### src/rtl/serial_tx_if.sv
// Parallel-word handshake into the serial transmitter: source drives DIN/DVALID,
// transmitter answers with DREADY.
interface serial_tx_if #(
    parameter int DATA_W = 8
);
    logic [DATA_W-1:0] DIN;
    logic              DVALID;
    logic              DREADY;

    modport master (output DIN, output DVALID, input DREADY);
    modport slave  (input DIN, input DVALID, output DREADY);
endinterface

### src/rtl/serial_tx.sv
// UART-framed serial transmitter: start bit, DATA_W bits LSB first, optional even
// parity bit (enabled by macro SERIAL_TX_PARITY_EN), stop bit; CLKDIV clocks per bit.
module serial_tx #(
    parameter int DATA_W = 8,
    parameter int CLKDIV = 16
) (
    input  logic        CLK,
    input  logic        CLR,
    serial_tx_if.slave  bus,
    output logic        TXD,
    output logic        BUSY
);
    localparam int DIV_W = (CLKDIV > 1) ? $clog2(CLKDIV) : 1;
    localparam int BIT_W = $clog2(DATA_W + 1);

    typedef enum logic [2:0] {
        S_IDLE,
        S_START,
        S_DATA,
`ifdef SERIAL_TX_PARITY_EN
        S_PARITY,
`endif
        S_STOP
    } state_t;

    state_t              state, state_n;
    logic [DATA_W-1:0]   shreg, shreg_n;
    logic [DIV_W-1:0]    div_cnt, div_n;
    logic [BIT_W-1:0]    bit_cnt, bit_n;
    logic                txd_r, txd_n;
    logic                dready_r, dready_n;
    logic                busy_r, busy_n;
    logic                bit_end;
`ifdef SERIAL_TX_PARITY_EN
    logic                par, par_n;
`endif

    assign bit_end = (div_cnt == DIV_W'(CLKDIV - 1));

    always_ff @(posedge CLK or posedge CLR) begin
        if (CLR) begin
            state    <= S_IDLE;
            shreg    <= '0;
            div_cnt  <= '0;
            bit_cnt  <= '0;
            txd_r    <= 1'b1;
            dready_r <= 1'b1;
            busy_r   <= 1'b0;
`ifdef SERIAL_TX_PARITY_EN
            par      <= 1'b0;
`endif
        end else begin
            state    <= state_n;
            shreg    <= shreg_n;
            div_cnt  <= div_n;
            bit_cnt  <= bit_n;
            txd_r    <= txd_n;
            dready_r <= dready_n;
            busy_r   <= busy_n;
`ifdef SERIAL_TX_PARITY_EN
            par      <= par_n;
`endif
        end
    end

    always_comb begin
        state_n = state;
        shreg_n = shreg;
        div_n   = div_cnt;
        bit_n   = bit_cnt;
`ifdef SERIAL_TX_PARITY_EN
        par_n   = par;
`endif
        case (state)
            S_IDLE: begin
                if (bus.DVALID && dready_r) begin
                    state_n = S_START;
                    shreg_n = bus.DIN;
                    div_n   = '0;
                    bit_n   = '0;
`ifdef SERIAL_TX_PARITY_EN
                    par_n   = 1'b0;
`endif
                end
            end
            S_START: begin
                if (bit_end) begin
                    div_n   = '0;
                    state_n = S_DATA;
                end else begin
                    div_n = div_cnt + 1'b1;
                end
            end
            S_DATA: begin
                if (bit_end) begin
                    div_n   = '0;
                    shreg_n = shreg >> 1;
`ifdef SERIAL_TX_PARITY_EN
                    par_n   = par ^ shreg[0];
`endif
                    if (bit_cnt == BIT_W'(DATA_W - 1)) begin
                        bit_n = '0;
`ifdef SERIAL_TX_PARITY_EN
                        state_n = S_PARITY;
`else
                        state_n = S_STOP;
`endif
                    end else begin
                        bit_n = bit_cnt + 1'b1;
                    end
                end else begin
                    div_n = div_cnt + 1'b1;
                end
            end
`ifdef SERIAL_TX_PARITY_EN
            S_PARITY: begin
                if (bit_end) begin
                    div_n   = '0;
                    state_n = S_STOP;
                end else begin
                    div_n = div_cnt + 1'b1;
                end
            end
`endif
            S_STOP: begin
                if (bit_end) begin
                    div_n   = '0;
                    state_n = S_IDLE;
                end else begin
                    div_n = div_cnt + 1'b1;
                end
            end
            default: state_n = S_IDLE;
        endcase

        // Outputs are decoded from the next state so the registered copies line up with it.
        case (state_n)
            S_START:  txd_n = 1'b0;
            S_DATA:   txd_n = shreg_n[0];
`ifdef SERIAL_TX_PARITY_EN
            S_PARITY: txd_n = par_n;
`endif
            default:  txd_n = 1'b1;
        endcase
        dready_n = (state_n == S_IDLE);
        busy_n   = (state_n != S_IDLE);
    end

    assign bus.DREADY = dready_r;
    assign TXD        = txd_r;
    assign BUSY       = busy_r;
endmodule
### src/flat_wrapper.sv
// flat-port wrapper written by rule: the top's interface ports become plain ports
module serial_tx_flat 
#(
    parameter int DATA_W = 8,
    parameter int CLKDIV = 16
)
  (CLK, CLR, TXD, BUSY, bus_DIN, bus_DVALID, bus_DREADY);
  serial_tx_if #(.DATA_W(DATA_W)) bus_i ();
  input  logic CLK;
  input  logic CLR;
  output logic TXD;
  output logic BUSY;
  input wire logic [$bits(bus_i.DIN)-1:0] bus_DIN;
  input wire logic [$bits(bus_i.DVALID)-1:0] bus_DVALID;
  output wire logic [$bits(bus_i.DREADY)-1:0] bus_DREADY;
  assign bus_i.DIN = bus_DIN;
  assign bus_i.DVALID = bus_DVALID;
  assign bus_DREADY = bus_i.DREADY;
  serial_tx #(.DATA_W(DATA_W), .CLKDIV(CLKDIV)) u_core (.CLK(CLK), .CLR(CLR), .bus(bus_i), .TXD(TXD), .BUSY(BUSY));
endmodule
### config.mk
export PLATFORM = sky130hd
export DESIGN_NAME = serial_tx_flat
export DESIGN_NICKNAME = d
export VERILOG_FILES = /design/src/rtl/serial_tx_if.sv /design/src/rtl/serial_tx.sv /design/src/flat_wrapper.sv
export SDC_FILE = /design/constraint.sdc
export NUM_CORES = 1
export LEC_CHECK = 0
export ABC_AREA = 1
export ABC_CLOCK_PERIOD_IN_PS = 1300
export BUFFER_PORTS_ARGS = -buffer_cell sky130_fd_sc_hd__buf_2
export CORE_MARGIN = 10
export CORE_UTILIZATION = 53
export CTS_BUF_LIST = sky130_fd_sc_hd__clkbuf_8
export CTS_CLUSTER_SIZE = 14
export DETAILED_ROUTE_END_ITERATION = 16
export PLACE_DENSITY = 0.77
export SLEW_MARGIN = 20
export SYNTH_ARGS = -nofsm -noshare
export SYNTH_HDL_FRONTEND = slang
export SYNTH_SLANG_ARGS = --single-unit
### constraint.sdc
create_clock -name CLK -period 1.3 [get_ports CLK]
set_input_delay 0.26 -clock CLK [delete_from_list [all_inputs] [get_ports CLK]]
set_output_delay 0.26 -clock CLK [all_outputs]
set_load 0.1 [all_outputs]
[Word level (Yosys, flattened, before mapping)]
Cells that the tools add are included.
Word-level totals
  bits of input ports: 11
  flip-flop bits (word level): 22
Cells by class
  muxes and demuxes: 16
  equality and inequality tests: 9
  reductions and logical operators: 9
  add/sub/neg operators: 2
Operators with widths (count)
  $mux 4: 4
  $mux 8: 2
  $pmux 4 s2: 2
  $pmux 8 s2: 1
  $mux 3: 5
  $pmux 3 s4: 1
  $eq 3x2->1 const B: 3
  $add 4x1->4 const B: 2
  $eq 3x1->1 const B: 2
  $logic_not 3->1: 2
  $eq 4x3->1 const B: 1
  $eq 4x4->1 const B: 1
  $ne 2x1->1 const B: 2
  $reduce_bool 2->1: 2
  $reduce_and 3->1: 1
  $reduce_bool 3->1: 1
  $reduce_or 3->1: 1
  $pmux 1 s2: 1
  $reduce_and 2->1: 1
  $logic_and 1x1->1: 1

[Depth between registers and ports, before layout]
Gate-level depths: netlist of run 1.
  word-level depth: 6
  gate-level depth with buffers: 9
  depth with buffers taken out: 9

[Least setup slack after synthesis of run 1]
OpenSTA, ideal clock, no wires.
  kind: register -> register
  from: reg u_core.dready_r (netlist: u_core.bus.DREADY)
  to: reg u_core.bit_cnt[3]
  cell stages (with the launch flop): 6
  setup slack: -0.339 ns
  data required time: 1.179 ns
  data arrival time: 1.518 ns
  library setup time: 0.121 ns
  clock period less this slack: 1.639 ns
  cell sequence: dfstp_2 > nand2_1 > nor2_4 > nor2_4 > a21oi_1 > a21oi_1
Between the ends
  cells in the longest elaborated chain, start to end: 3
Ends and longest elaborated chain
  start: declaration: RTL line serial_tx.sv:31  | logic dready_r, dready_n;
  start signal: assignment: RTL line serial_tx.sv:58  | dready_r <= dready_n;
  $logic_and 1x1->1: RTL line serial_tx.sv:76  | if (bus.DVALID && dready_r) begin
  $ne 2x1->1 (no source line)
  $reduce_and 3->1 (no source line)
  end signal: assignment: RTL line serial_tx.sv:56  | bit_cnt <= bit_n;
  end: declaration: RTL line serial_tx.sv:29  | logic [BIT_W-1:0] bit_cnt, bit_n;
No other way between the ends.
A chain may end at the register's enable or synchronous reset.

[Worst setup path in the final report of run 1]
  from: reg u_core.dready_r (netlist: u_core.bus.DREADY)
  to: out bus_DREADY
RTL lines
  end: declaration: RTL line flat_wrapper.sv:15  | output wire logic [$bits(bus_i.DREADY)-1:0] bus_DREADY;
No word-level cell between the ends.

==> results of run 1 <==
-- layer usage --
layer	vias to the layer above	global-route usage [%]
met1	527	14.9
met3	12	3.39
met2	67	22.0
met4	0	5.50
li1	511	-
met5	-	0
-- final cells by class --
| cell class | instances | share of cell area [%] |
|---|---|---|
| clock buffer | 4 | 3.36 |
| multi-input combinational | 96 | 40.0 |
| sequential | 22 | 34.2 |
| inverter | 12 | 2.90 |
| timing repair buffer | 34 | 17.5 |
| tap | 27 | 2.06 |
-- kinds of logic after synthesis --
kind of cell    share of synthesized area [%]
simple gates                             32.8
other cells                             0.331
flops                                    48.8
compound gates                           10.1
fa+ha+maj                                2.21
xor+xnor                                0.774
buf+inv                                  4.97
-- metrics by stage --
stage	setup WS [ns]	area (sq um)	util, %	std cells
2_1_floorplan	-0.0915	1140	-	131
3_3_place_gp	-0.0667	1360	67.9	181
3_5_place_dp	-0.157	1360	67.9	181
4_1_cts	-0.0659	1510	75.4	189
5_1_grt	-0.136	1640	81.8	195
6_report	-0.0735	1640	81.8	195
-- state kept, by name, summed over array words and instances, names as in the netlist --
register,flops
u_core.BUSY,1
u_core.TXD,1
u_core.bit_cnt,4
u_core.shreg,8
u_core.state,3
u_core.div_cnt,4
u_core.bus.DREADY,1
-- worst paths after layout --
path                       slack [ns]                     endpoint                     startpoint  cells past startpoint
hold reg to reg                  0.49  u_core.shreg[6]$_DFFE_PP0P_    u_core.shreg[6]$_DFFE_PP0P_                      2
setup / recovery                -0.07                   bus_DREADY    u_core.bus.DREADY$_DFF_PP1_                      1
max in group asynchronous        1.01         u_core.TXD$_DFF_PP1_                            CLR                      3
setup reg to reg                -0.06        u_core.BUSY$_DFF_PP0_  u_core.div_cnt[0]$_DFFE_PP0P_                      8
min in group CLK                 0.19  u_core.shreg[7]$_DFFE_PP0P_                     bus_DIN[7]                      3
hold / removal                   0.01  u_core.shreg[7]$_DFFE_PP0P_                            CLR                      3
-- cells in the mapped netlist --
library cell,number,area (sq um)
nand2_1,39,146
nand2_2,2,12.5
o21ai_0,5,25.0
nand4_1,5,31.3
nand3_1,13,65.1
dfstp_2,2,52.6
dfrtp_1,20,500
a21oi_1,6,30.0
nand4_2,1,12.5
o22ai_1,1,6.26
inv_1,8,30.0
nor2_4,5,56.3
nor2_1,2,7.51
buf_6,1,11.3
o21bai_1,1,7.51
conb_1,1,3.75
a22oi_1,6,45.0
nand3_2,1,10.0
ha_1,2,25.0
xor2_1,1,8.76
nor3_1,1,5.00
inv_2,4,15.0
nor2_2,4,25.0
-- placed cells by master (no fill, tap or decap), types with 2 or more instances in the layout --
cell / instances
nand4_1: 5
a21oi_1: 4
a22oi_2: 5
nor2_4: 9
inv_1: 7
nand3_1: 11
nand2_1: 31
o21ai_0: 4
nand2_2: 7
nand2_4: 3
nand3_2: 2
dfrtp_1: 17
buf_6: 5
buf_12: 3
dfrtp_2: 3
buf_4: 16
buf_2: 10
a21oi_2: 2
clkbuf_8: 4
inv_2: 4
-- repair_timing --
item | 4_1_cts | 5_1_grt
endpoints found under the hold margin | 0 | 0
pin swaps | 5 | 14
gates resized for setup | 16 | 23
buffers inserted | 4 | 6
endpoints found under the setup margin | 16 | 17
-- report_power, final --
group	switching (W)	internal [W]
Combinational	0.000358	0.000288
Sequential	0.000132	0.000820
Clock	0.000229	0.000270
==> impl_metrics.tcl, run 1 <==
set metrics [dict create \
    cts_buffers 3 \
    overflow 0 \
    wl_met3_um 230 \
    cts_hold_buf 0 \
    cp_data_arrival_time_ns 1.11 \
    cpPeakStageDelay_ns 0.67 \
    min_path_type "in2async" \
    area_delta_synth_final_pct 44.6 \
    end_kind "output pin" \
    clk_latency_ns 0.27 \
    highest_layer "met4" \
    cts_tree "yes" \
    yosysUniqueCellTypes 23 \
    synth_warnings 0 \
    synthCells 131 \
    rsz0062_at_grt "true" \
    hold_viol_final 0 \
    whs_ns 0.0137 \
    seq_area_frac_synth_pct 48.8 \
    groute.usage.overall_pct 13.0 \
    coreArea_sq_um 2000 \
    cp_num_buf_inv 1 \
    drc 0 \
    slew_viol_final 0 \
    grt_max_degree 23 \
    hpwlAfterDp_um 1720 \
    finalCriticalPeriod_ns 1.37 \
    routed_via_density 5.73 \
    tns_ns -0.404 \
    ant_nets 0 \
    initial_core_util_pct 56.6 \
    drive_above_1_share_pct 48.2 \
    m1WireLength_um 1340 \
    dr.pass1.iters 4 \
    ios 14 \
    avgSynthCellArea_sq_um 8.64 \
    antenna-diode-count 0 \
    fin_crit_sh_pct 106 \
    grt_pass1_wl_um 4530 \
    root_buffer "clkbuf_8" \
    fillers 109 \
    drt-initial-drc-count 58 \
    finalSetupViolations 12 \
    clock-sinks 22 \
    p_leak_nw 0.780 \
    critical_path_required_ns 1.04 \
    status "finished, violations left" \
    avgRoutedWirePerCell_um 16.3 \
    num_rows 16 \
    routed_wl_um 3180 \
    syn_nets 144 \
    antenna_found_initial 0 \
    portBuffers 13 \
    p_per_area_nw_per_um2 1280 \
    slowest_stage "dfstp_4" \
    multi_input_area_sq_um 654 \
    gp_congestion 0.860 \
    die-height_um 66.2 \
    critPathLaunchType "flip-flop" \
    num_vias 1117 \
    layout_setup_ws_ns -0.0735 \
    maxCapViolations 0 \
    violations "negative setup slack" \
    fin_worst_skew_ns 0.00664 \
    grt_pass1_vias 1071 \
    cp_top_family "flip-flops" \
    synth.cell_area_sq_um 1130 \
    die-area_sq_um 4390 \
    peakVddDrop_mv 1.25 \
    fin_nets 182 \
    seq_area_sq_um 561 \
    path_clk_slew_ns 0.08 \
    route.met2.wl_um 1520 \
    critical_path_class "reg2out" \
    path_cells "buf_12" \
    ys_seq_elements 22 \
    h-tree-depth 1 \
    max_clock_freq_mhz 728 \
    cts_buffer_depth 2 \
    crit_fanout 4 \
    die_w_um 66.2 \
    power_w 0.00210 \
]
No activity file was read; power rests on OpenSTA's default activity.
==> inputs of run 2 (changes only) <==
--- a/config.mk
+++ b/config.mk
@@ -14,6 +14,7 @@
 export CTS_CLUSTER_SIZE = 14
 export DETAILED_ROUTE_END_ITERATION = 16
 export PLACE_DENSITY = 0.77
+export SKIP_CTS_REPAIR_TIMING = 1
 export SLEW_MARGIN = 20
 export SYNTH_ARGS = -nofsm -noshare
 export SYNTH_HDL_FRONTEND = slang
==> run 2 against run 1 <==
Compared with the run above: the run still ends with negative setup slack left; via count rose by 1.9%; clock-buffer cell count did not move; combinational power rose by 1%; design area fell by 0.99%; die area did not move; sequential power fell by 0.6%; maximum frequency fell by 2.3%; first-iteration DRC count rose by 10%; setup slack got worse by 0.033 ns; largest cell class unchanged.
==> impl_metrics.tcl, run 2 (synthesis gave the netlist of run 1 again) <==
set metrics [dict create \
    h-tree-depth 1 \
    hpwlAfterDp_um 1720 \
    p_per_area_nw_per_um2 1290 \
    critPathLaunchType "flip-flop" \
    fin_worst_skew_ns 0.00369 \
    grt_max_degree 23 \
    pwr-share-comb_pct 31.3 \
    reg2reg_from "u_core.state[0]$_DFF_PP0_" \
    root_buffer "clkbuf_8" \
    num_rows 16 \
    fin_crit_sh_pct 108 \
    die-height_um 66.2 \
    power_w 0.00209 \
    fin_cells 193 \
    highest_layer "met4" \
    hold_viol_final 0 \
    antenna-diode-count 0 \
    routed_via_density 5.90 \
    clk_latency_ns 0.26 \
    crit_fanout 9 \
    power_frac_seq_pct 45.3 \
    initial_core_util_pct 56.6 \
    gp_congestion 0.860 \
    end_kind "flip-flop" \
    max_clock_freq_mhz 711 \
    cts_buffer_depth 2 \
    reg_top3 "u_core.shreg (8), u_core.bit_cnt (4), u_core.div_cnt (4)" \
    p_int_w 0.00137 \
    wl_met3_um 209 \
    largest-register "u_core.shreg" \
    drt-initial-drc-count 64 \
    cts_buffers 3 \
    reg2reg_depth 6 \
    avgRoutedWirePerCell_um 16.9 \
    largest_reg_flops 8 \
    cp_data_arrival_time_ns 1.55 \
    drive_above_1_share_pct 50.0 \
    drc 0 \
    min_path_type "in2async" \
    seq_area_sq_um 561 \
    critical_path_required_ns 1.45 \
    clock-sinks 22 \
    num_vias 1138 \
    maxCapViolations 0 \
    die-area_sq_um 4390 \
    finalCriticalPeriod_ns 1.41 \
    p_sw_share_pct 34.2 \
    coreArea_sq_um 2000 \
    area_delta_synth_final_pct 43.2 \
    peakVddDrop_mv 1.09 \
    slew_viol_final 0 \
    overflow 0 \
    portBuffers 13 \
    ant_nets 0 \
    fin_nets 180 \
    layout_commonest_cell "nand2_1" \
    status "finished, violations left" \
    dr.pass1.iters 4 \
    m1WireLength_um 1290 \
    antenna_found_initial 0 \
    dp_cells 181 \
    route.met2.wl_um 1680 \
    routed_wl_um 3270 \
    clock_power_share_pct 23.3 \
    switchingPower_w 0.000715 \
    critical_path_class "reg2reg" \
    grt_pass1_vias 968 \
    violations "negative setup slack" \
    fillers 101 \
    groute.usage.overall_pct 11.6 \
    setup.worst_path.start "u_core.state[0]$_DFF_PP0_" \
    ios 14 \
    grt_pass1_wl_um 4040 \
    die_w_um 66.2 \
    multi_input_area_sq_um 671 \
    mostFrequentLayoutCells "nand2_1 (31), buf_4 (18), dfrtp_1 (17)" \
    p_leak_nw 0.766 \
    rsz0062_at_grt "true" \
    path_clk_slew_ns 0.08 \
    finalSetupViolations 12 \
    layout_setup_ws_ns -0.106 \
    cts_tree "yes" \
]
==> run 2: final timing paths <==
check | end | slack, ns
worst max-delay path | u_core.bit_cnt[2]$_DFFE_PP0P_ | -0.11
worst min-delay path | u_core.shreg[7]$_DFFE_PP0P_ | 0.02
worst max register to register | u_core.bit_cnt[2]$_DFFE_PP0P_ | -0.11
worst min register to register | u_core.shreg[7]$_DFFE_PP0P_ | 0.50
max in group asynchronous | u_core.TXD$_DFF_PP1_ | 1.00
min in group CLK | u_core.shreg[7]$_DFFE_PP0P_ | 0.20
==> run 2: layout make-up <==
type	instances	share of cell area (%)
clock buffer	4	3.40
inverter	12	2.78
multi-input combinational	96	41.4
sequential	22	34.6
tap	27	2.08
timing repair buffer	32	15.8
==> run 2: per-stage QoR <==
stage	setup TNS [ns]	util, %	hold slack (ns)	setup slack [ns]	instance area [sq um]
floorplan	-0.677	-	0.248	-0.0915	1140
global placement	-0.367	67.9	0.300	-0.0667	1360
detailed placement	-1.15	67.9	0.313	-0.157	1360
CTS	-1.50	70.6	0.0311	-0.172	1410
global route	-1.43	81.0	0.0645	-0.160	1620
finish	-0.609	81.0	0.0211	-0.106	1620
==> run 2: metal layers <==
layer / vias up / global-route usage [%]
met5: - / 0
met4: 0 / 4.71
met3: 17 / 3.39
met2: 61 / 19.3
met1: 552 / 13.5
li1: 508 / -
==> run 2: critical path, cell delays in order (launching register included) <==
cell,delay [ns]
dfrtp_2,0.47
nor2_4,0.21
nand2_2,0.10
nor2_4,0.19
nor2_4,0.10
a21oi_2,0.14
a21oi_1,0.08
==> run 2: power groups by stage <==
| stage | Clock [W] | Sequential, W | Combinational, W |
|---|---|---|---|
| after CTS | 0.000490 | 0.000917 | 0.000521 |
| after global placement | 0 | 0.000924 | 0.000503 |
| after detailed placement | 0 | 0.000931 | 0.000516 |
| after floorplan | 0 | 0.00101 | 0.000237 |
| final | 0.000488 | 0.000947 | 0.000655 |
| after global routing | 0.000506 | 0.000957 | 0.000703 |
